File: config.mk
export PLATFORM = sky130hd
export DESIGN_NAME = win_sum_decoder
export DESIGN_NICKNAME = d
export VERILOG_FILES = /design/src/rtl/win_sum_decoder.sv
export SDC_FILE = /design/constraint.sdc
export NUM_CORES = 1
export LEC_CHECK = 0
export BUFFER_PORTS_ARGS = -buffer_cell sky130_fd_sc_hd__clkbuf_2
export CAP_MARGIN = 20
export CELL_PAD_IN_SITES_DETAIL_PLACEMENT = 0
export CELL_PAD_IN_SITES_GLOBAL_PLACEMENT = 1
export CORE_MARGIN = 10
export CORE_UTILIZATION = 44
export CTS_BUF_LIST = sky130_fd_sc_hd__clkbuf_2 sky130_fd_sc_hd__clkbuf_4 sky130_fd_sc_hd__clkbuf_8
export CTS_CLUSTER_SIZE = 10
export DETAILED_ROUTE_END_ITERATION = 12
export GPL_ROUTABILITY_DRIVEN = 0
export GPL_TIMING_DRIVEN = 0
export HOLD_SLACK_MARGIN = 0.05
export PLACE_DENSITY_LB_ADDON = 0.1
export SYNTH_ARGS = -nofsm -noshare
export SYNTH_HDL_FRONTEND = slang
export SYNTH_SLANG_ARGS = --single-unit
File: constraint.sdc
create_clock -name clk -period 4.75 [get_ports clk]
set_clock_uncertainty 0.05 [all_clocks]
set_input_delay 0.475 -clock clk [delete_from_list [all_inputs] [get_ports clk]]
set_output_delay 0.475 -clock clk [all_outputs]
set_load 0.005 [all_outputs]
File: src/rtl/win_sum_decoder.sv
`default_nettype none
// ============================================================================
//  Module      : win_sum_decoder
//  Description : Inverse of an N-sample sliding-window summer. Each accepted
//                window sum s[n] = x[n] + ... + x[n-N+1] is turned back into
//                the sample x[n], using the last N recovered samples and the
//                previous sum. The encoder's pre-history is taken as all-zero.
//                Any sum stream that no legal sample stream could produce sets
//                a sticky error flag and freezes the decoder until reset.
//  Ports       : clk       - rising-edge clock
//                reset     - synchronous active-high reset
//                in_valid  - in_sum carries a new window sum this cycle
//                in_sum    - incoming window sum (SW bits)
//                out       - last recovered sample (registered)
//                out_valid - one-cycle pulse, out updated at the last edge
//                err       - sticky inconsistency flag
//  Revision    : 1.0 - initial release
// ============================================================================
module win_sum_decoder #(
    parameter int W  = 8,
    parameter int N  = 4,
    parameter int SW = W + $clog2(N)
) (
    input  logic          clk,
    input  logic          reset,
    input  logic          in_valid,
    input  logic [SW-1:0] in_sum,
    output logic [W-1:0]  out,
    output logic          out_valid,
    output logic          err
);

    // Largest sum a legal window of N full-scale samples can produce.
    localparam logic [SW-1:0] C_MAX_SUM = SW'(N * ((1 << W) - 1));

    typedef enum logic [1:0] {
        ST_IDLE = 2'd0,
        ST_RUN  = 2'd1,
        ST_ERR  = 2'd2
    } state_t;

    state_t               r_state;
    state_t               w_state_next;
    logic [W-1:0]         r_hist [N];
    logic [SW-1:0]        r_prev_sum;
    logic [W-1:0]         r_out;
    logic                 r_out_valid;
    logic                 r_err;

    logic signed [SW+1:0] w_cand;
    logic                 w_legal;
    logic                 w_accept;
    logic                 w_reject;

    // The candidate can run negative or beyond the sample range on a corrupt
    // stream, so it is carried two bits wider than the sum and range-checked
    // before any truncation to W bits.
    assign w_cand = $signed({2'b00, in_sum})
                  - $signed({2'b00, r_prev_sum})
                  + $signed({{(SW + 2 - W){1'b0}}, r_hist[N-1]});

    // In [0, 2^W-1] exactly when the sign bit and every bit above W-1 are 0.
    assign w_legal = (w_cand[SW+1:W] == '0) && (in_sum <= C_MAX_SUM);

    always_comb begin
        w_state_next = r_state;
        w_accept     = 1'b0;
        w_reject     = 1'b0;
        case (r_state)
            ST_IDLE, ST_RUN: begin
                if (in_valid) begin
                    if (w_legal) begin
                        w_accept     = 1'b1;
                        w_state_next = ST_RUN;
                    end else begin
                        w_reject     = 1'b1;
                        w_state_next = ST_ERR;
                    end
                end
            end
            ST_ERR: begin
                w_state_next = ST_ERR;
            end
            default: begin
                w_state_next = ST_ERR;
            end
        endcase
    end

    always_ff @(posedge clk) begin
        if (reset) begin
            r_state     <= ST_IDLE;
            r_prev_sum  <= '0;
            r_out       <= '0;
            r_out_valid <= 1'b0;
            r_err       <= 1'b0;
            for (int i = 0; i < N; i++) begin
                r_hist[i] <= '0;
            end
        end else begin
            r_state     <= w_state_next;
            r_out_valid <= w_accept;
            if (w_accept) begin
                r_out      <= w_cand[W-1:0];
                r_prev_sum <= in_sum;
                r_hist[0]  <= w_cand[W-1:0];
                for (int i = 1; i < N; i++) begin
                    r_hist[i] <= r_hist[i-1];
                end
            end
            if (w_reject) begin
                r_err <= 1'b1;
            end
        end
    end

    assign out       = r_out;
    assign out_valid = r_out_valid;
    assign err       = r_err;

endmodule
`default_nettype wire

# After elaboration in Yosys (flattened, before gate mapping)
# Memory sizes are Yosys's and may differ from the RTL's.
# Cells that the tools add are included.
# totals
register_bits	22
latch_bits	0
ramBits	32
rom_bits	0
output_inout_bits	10
wordCells	40
mem_count	1
# op_classes
addsub	2
multipliers	0
div	0
n_lt_le_gt_ge	1
n_eq_ne	2
shifts	0
n_mux	18
n_bitwise	5
n_reduce_logical	5
# mem_list
memory	depth	width	rd	rd_ports_with_merged_regs	write_ports	line_no	rtl
r_hist	4	8	4	0	4	44	logic [W-1:0] r_hist [N];
# op_table
op	count
$mux 8	4
$add 11x9->12	1
$mux 1	11
$sub 10x10->11	1
$le 10x10->1 const B	1
$mux 2	3
$logic_not 4->1	1
$or 1x1->1	4
$reduce_or 2->1	2
$eq 2x1->1 const B	1
$logic_not 2->1	1
$ne 2x2->1 const B	1
$logic_and 1x1->1	1
$not 1->1	1

# Depth between registers and ports, before layout
# depth
depth_word	11
depth_mapped	18
ltp_nobuf	16

# Worst setup path after synthesis
# Ideal clock, no wire load.
# synth_timing
path_type	input to register
from	input in_sum[0]
to	memory r_hist[0][0], enable pin
t_arrival_ns	4.069
required_time_ns	4.311
setup_slack_ns	0.241
stages	15
path_cell_list	inv_1 > ha_1 > inv_1 > fa_1 > a211o_1 > a21o_1 > a21oi_1 > xnor2_1 > ha_1 > and3_1 > nand2_1 > a2111o_1 > a2111oi_4 > nor2_1 > nand2_1
# synth_lines
item	line_no	rtl
from (decl)	27	input logic [SW-1:0] in_sum,
to (decl)	44	

==> results.py <==
metrics = {
    "clock_tree": {
        "h-tree-depth": 2,
        "cts_buffers": 5,
        "clk_pin_slew_ps": 90,
        "root_buffer": "clkbuf_8",
        "cts_tree": "done",
        "cts_hold_buffers": 0,
        "cts.sinks": 53,
        "clockBufferDepth": 2,
        "clk_latency_ps": 310,
    },
    "route": {
        "drt_first_pass_iters": 4,
        "ant_nets": 0,
        "initialDrtViolationCount": 153,
        "wl_per_cell_um": 17.4,
        "drt-vias-per-instance": 5.66,
        "drt_drc_violations_left": 0,
        "routed_wl_um": 7060,
        "vias": 2291,
    },
    "yosys": {
        "syn_avg_cell_area_um2": 10.2,
        "yosysMostFrequentCell": "edfxtp_1",
        "synth_enable_flop_cells": 32,
        "seq_area_frac_synth": 0.458,
        "ys_top_cells_by_area": "edfxtp_1 32%, dfxtp_1 14%, ha_1 7.5%",
        "yosysWarningCount": 0,
        "synthArstFlopShare": 0,
        "yosys.area.top_type": "edfxtp_1",
        "yosys-top-cells-count": "32 x edfxtp_1, 28 x and3_1, 27 x a21oi_1",
        "syn_nets": 328,
        "synth_ff_type": "edfxtp_1",
        "syn_inst": 295,
        "syn_area_mm2": 0.00302,
        "yosysTopAreaCellShare": 0.318,
        "ys_seq_elements": 53,
        "synth_cell_type_count": 52,
    },
    "sta": {
        "slew_violations": 0,
        "period_share": 0.936,
        "relSlewSlack": 0.342,
        "hold_viol_final": 0,
        "worst_pin_slew_ps": 976,
        "setup_viol": 0,
        "fmax_ghz": 0.225,
        "rsz0062_at_grt": "false",
        "period_minus_slack_ps": 4450,
    },
    "setup_path": {
        "end_kind": "flip-flop",
        "worstPathArrival_ps": 4410,
        "worst_r2r_path_depth": 15,
        "worstSetupPathType": "reg -> reg",
        "cp_num_cells": 15,
        "required_ps": 4710,
        "critPathMaxStageDelay_ps": 650,
        "slowest_stage": "a2111oi_4",
        "crit_chain": "ha_1, inv_1, fa_1, a211o_1, a21o_1, a21oi_1, xnor2_1, ha_1, and3_1, nand2_1, a2111o_1, a2111oi_4, nor2_1, nand2_2, buf_16",
        "critPathLaunchType": "flip-flop",
        "crit_fanout": 23,
        "cpMostUsedCell": "ha_1",
        "cp_top_family": "compound AO/OA/AOI/OAI gates",
        "critPathBufInv": 2,
    },
    "die": {
        "dieArea_mm2": 0.0106,
        "dieHeight_um": 103,
        "core_area_mm2": 0.00672,
        "rows": 30,
        "die_width_um": 103,
        "initial_core_util": 0.449,
        "num_io_pins": 23,
    },
    "global_route": {
        "grt_pass1_vias": 2154,
        "grt_usage": 0.136,
        "grt_pass1_wl_um": 11100,
        "overflow": 0,
        "grt_max_degree": 24,
        "grt_antenna_before_repair": 0,
    },
    "power_and_ir_drop": {
        "power_density_mw_per_mm2": 316,
        "max-vdd-ir-drop_v": 0.000195,
        "leakagePower_nw": 1.35,
        "seqPwrFrac": 0.497,
        "p_int_uw": 728,
        "clkPwrFrac": 0.247,
        "p_switching_uw": 329,
        "power_frac_comb": 0.256,
        "p_sw_frac": 0.311,
    },
    "placed_design": {
        "placed_area_mm2": 0.00325,
        "dp.final_hpwl_um": 5480,
        "dp.cells": 397,
        "port-buffer-count": 21,
    },
    "finish": {
        "drive_above_1_share": 0.151,
        "nets": 357,
        "fillers": 646,
        "seq_area_mm2": 0.00138,
        "synthToLayoutAreaGrowth_pct": 10.8,
        "final_cells": 405,
        "multi_input_area_mm2": 0.00146,
        "fin_area_mm2": 0.00334,
        "n_antenna_cell": 0,
    },
    "hold_path": {
        "min_path_cells": 2,
        "hp-class": "reg -> reg",
    },
    "flow_run": {
        "max_cap_viol_count": 0,
    },
    "status": {
        "status": "finished clean",
    },
}
## registers in the layout, indices dropped and copies added, names as in the netlist
register	flops
r_hist	32
out	8
r_prev_sum	10
r_state	1
out_valid	1
err	1
## timing repair
item	4_1_cts	5_1_grt
gates resized for setup	0	1
buffers inserted	0	0
setup endpoints to repair	0	23
## kinds of logic (layout without fill, tap and decap cells)
kind of cell	Yosys count	in the layout	share of synthesized area
simple gates	85	85	0.153
flops	53	53	0.458
buf+inv	38	68	0.0593
compound gates	89	89	0.213
xor+xnor	10	10	0.0290
fa+ha+maj	20	20	0.0879
## per-layer routing
metal | track usage | share of wire | up-vias
li1 | - | - | 1165
met1 | 0.201 | 0.54 | 1084
met2 | 0.201 | 0.42 | 37
met3 | 0.0235 | 0.031 | 5
met4 | 0.0321 | 0.0096 | 0
met5 | 0 | 0 | -
## worst register-to-register path: cells and delay by family, from the launching register on
| kind | cells | cell delay [ps] |
|---|---|---|
| buffers and inverters | 2 | 280 |
| and+or+nand+nor | 4 | 670 |
| AOI/OAI and AO/OA | 5 | 1770 |
| DFF | 1 | 350 |
| adders and majority gates | 3 | 940 |
| xor gates and xnor gates | 1 | 110 |
## placed cells by master (no fill, tap or decap), types with 3 or more instances in the layout
cell	count
a211oi_1	8
a21o_1	4
a21oi_1	27
and3_1	28
buf_4	3
buf_6	3
clkbuf_1	7
clkbuf_2	22
clkbuf_8	5
dfxtp_1	21
edfxtp_1	32
ha_1	18
inv_1	22
nand2_1	5
nand2b_1	4
nand3_1	14
nand4_1	5
nor2_1	16
nor3_1	3
o211ai_1	8
o21ai_0	6
o21ai_1	12
xnor2_1	6
xor2_1	4
## through the flow
step	TNS, ps	util	setup slack [ps]	total power [mW]	hold WS [ps]
floorplan	0	-	241	0.721	376
global placement	-16460	0.480	-515	0.800	388
detailed placement	-2820	0.484	-124	0.805	393
CTS	0	0.497	172	1.07	396
global route	0	0.498	1.06	1.11	426
finish	0	0.498	303	1.06	403
## path summary, 6_finish.rpt
path,to,slack [ps],from
worst min-delay path,err,400,err
worst max-delay path,r_hist[0][29],300,r_prev_sum[0]
worst max register to register,r_hist[0][29],300,r_prev_sum[0]
worst min register to register,err,400,err
## power by group through the flow
stage	logic (mW)	registers, mW	clock network (mW)
global route	0.298	0.527	0.283
CTS	0.271	0.525	0.271
global placement	0.264	0.535	0
floorplan	0.188	0.533	0
detailed placement	0.269	0.535	0
finish	0.270	0.525	0.261
## layout make-up
class / count / area share
multi-input cells: 204 / 0.437
repair buffers: 22 / 0.0397
clock buffers: 6 / 0.0228
plain buffers: 15 / 0.0277
well taps: 80 / 0.0299
clock inverters: 2 / 0.00412
inverters: 23 / 0.0258
flip-flops and latches: 53 / 0.413
No activity file was read; power rests on OpenSTA's default activity.
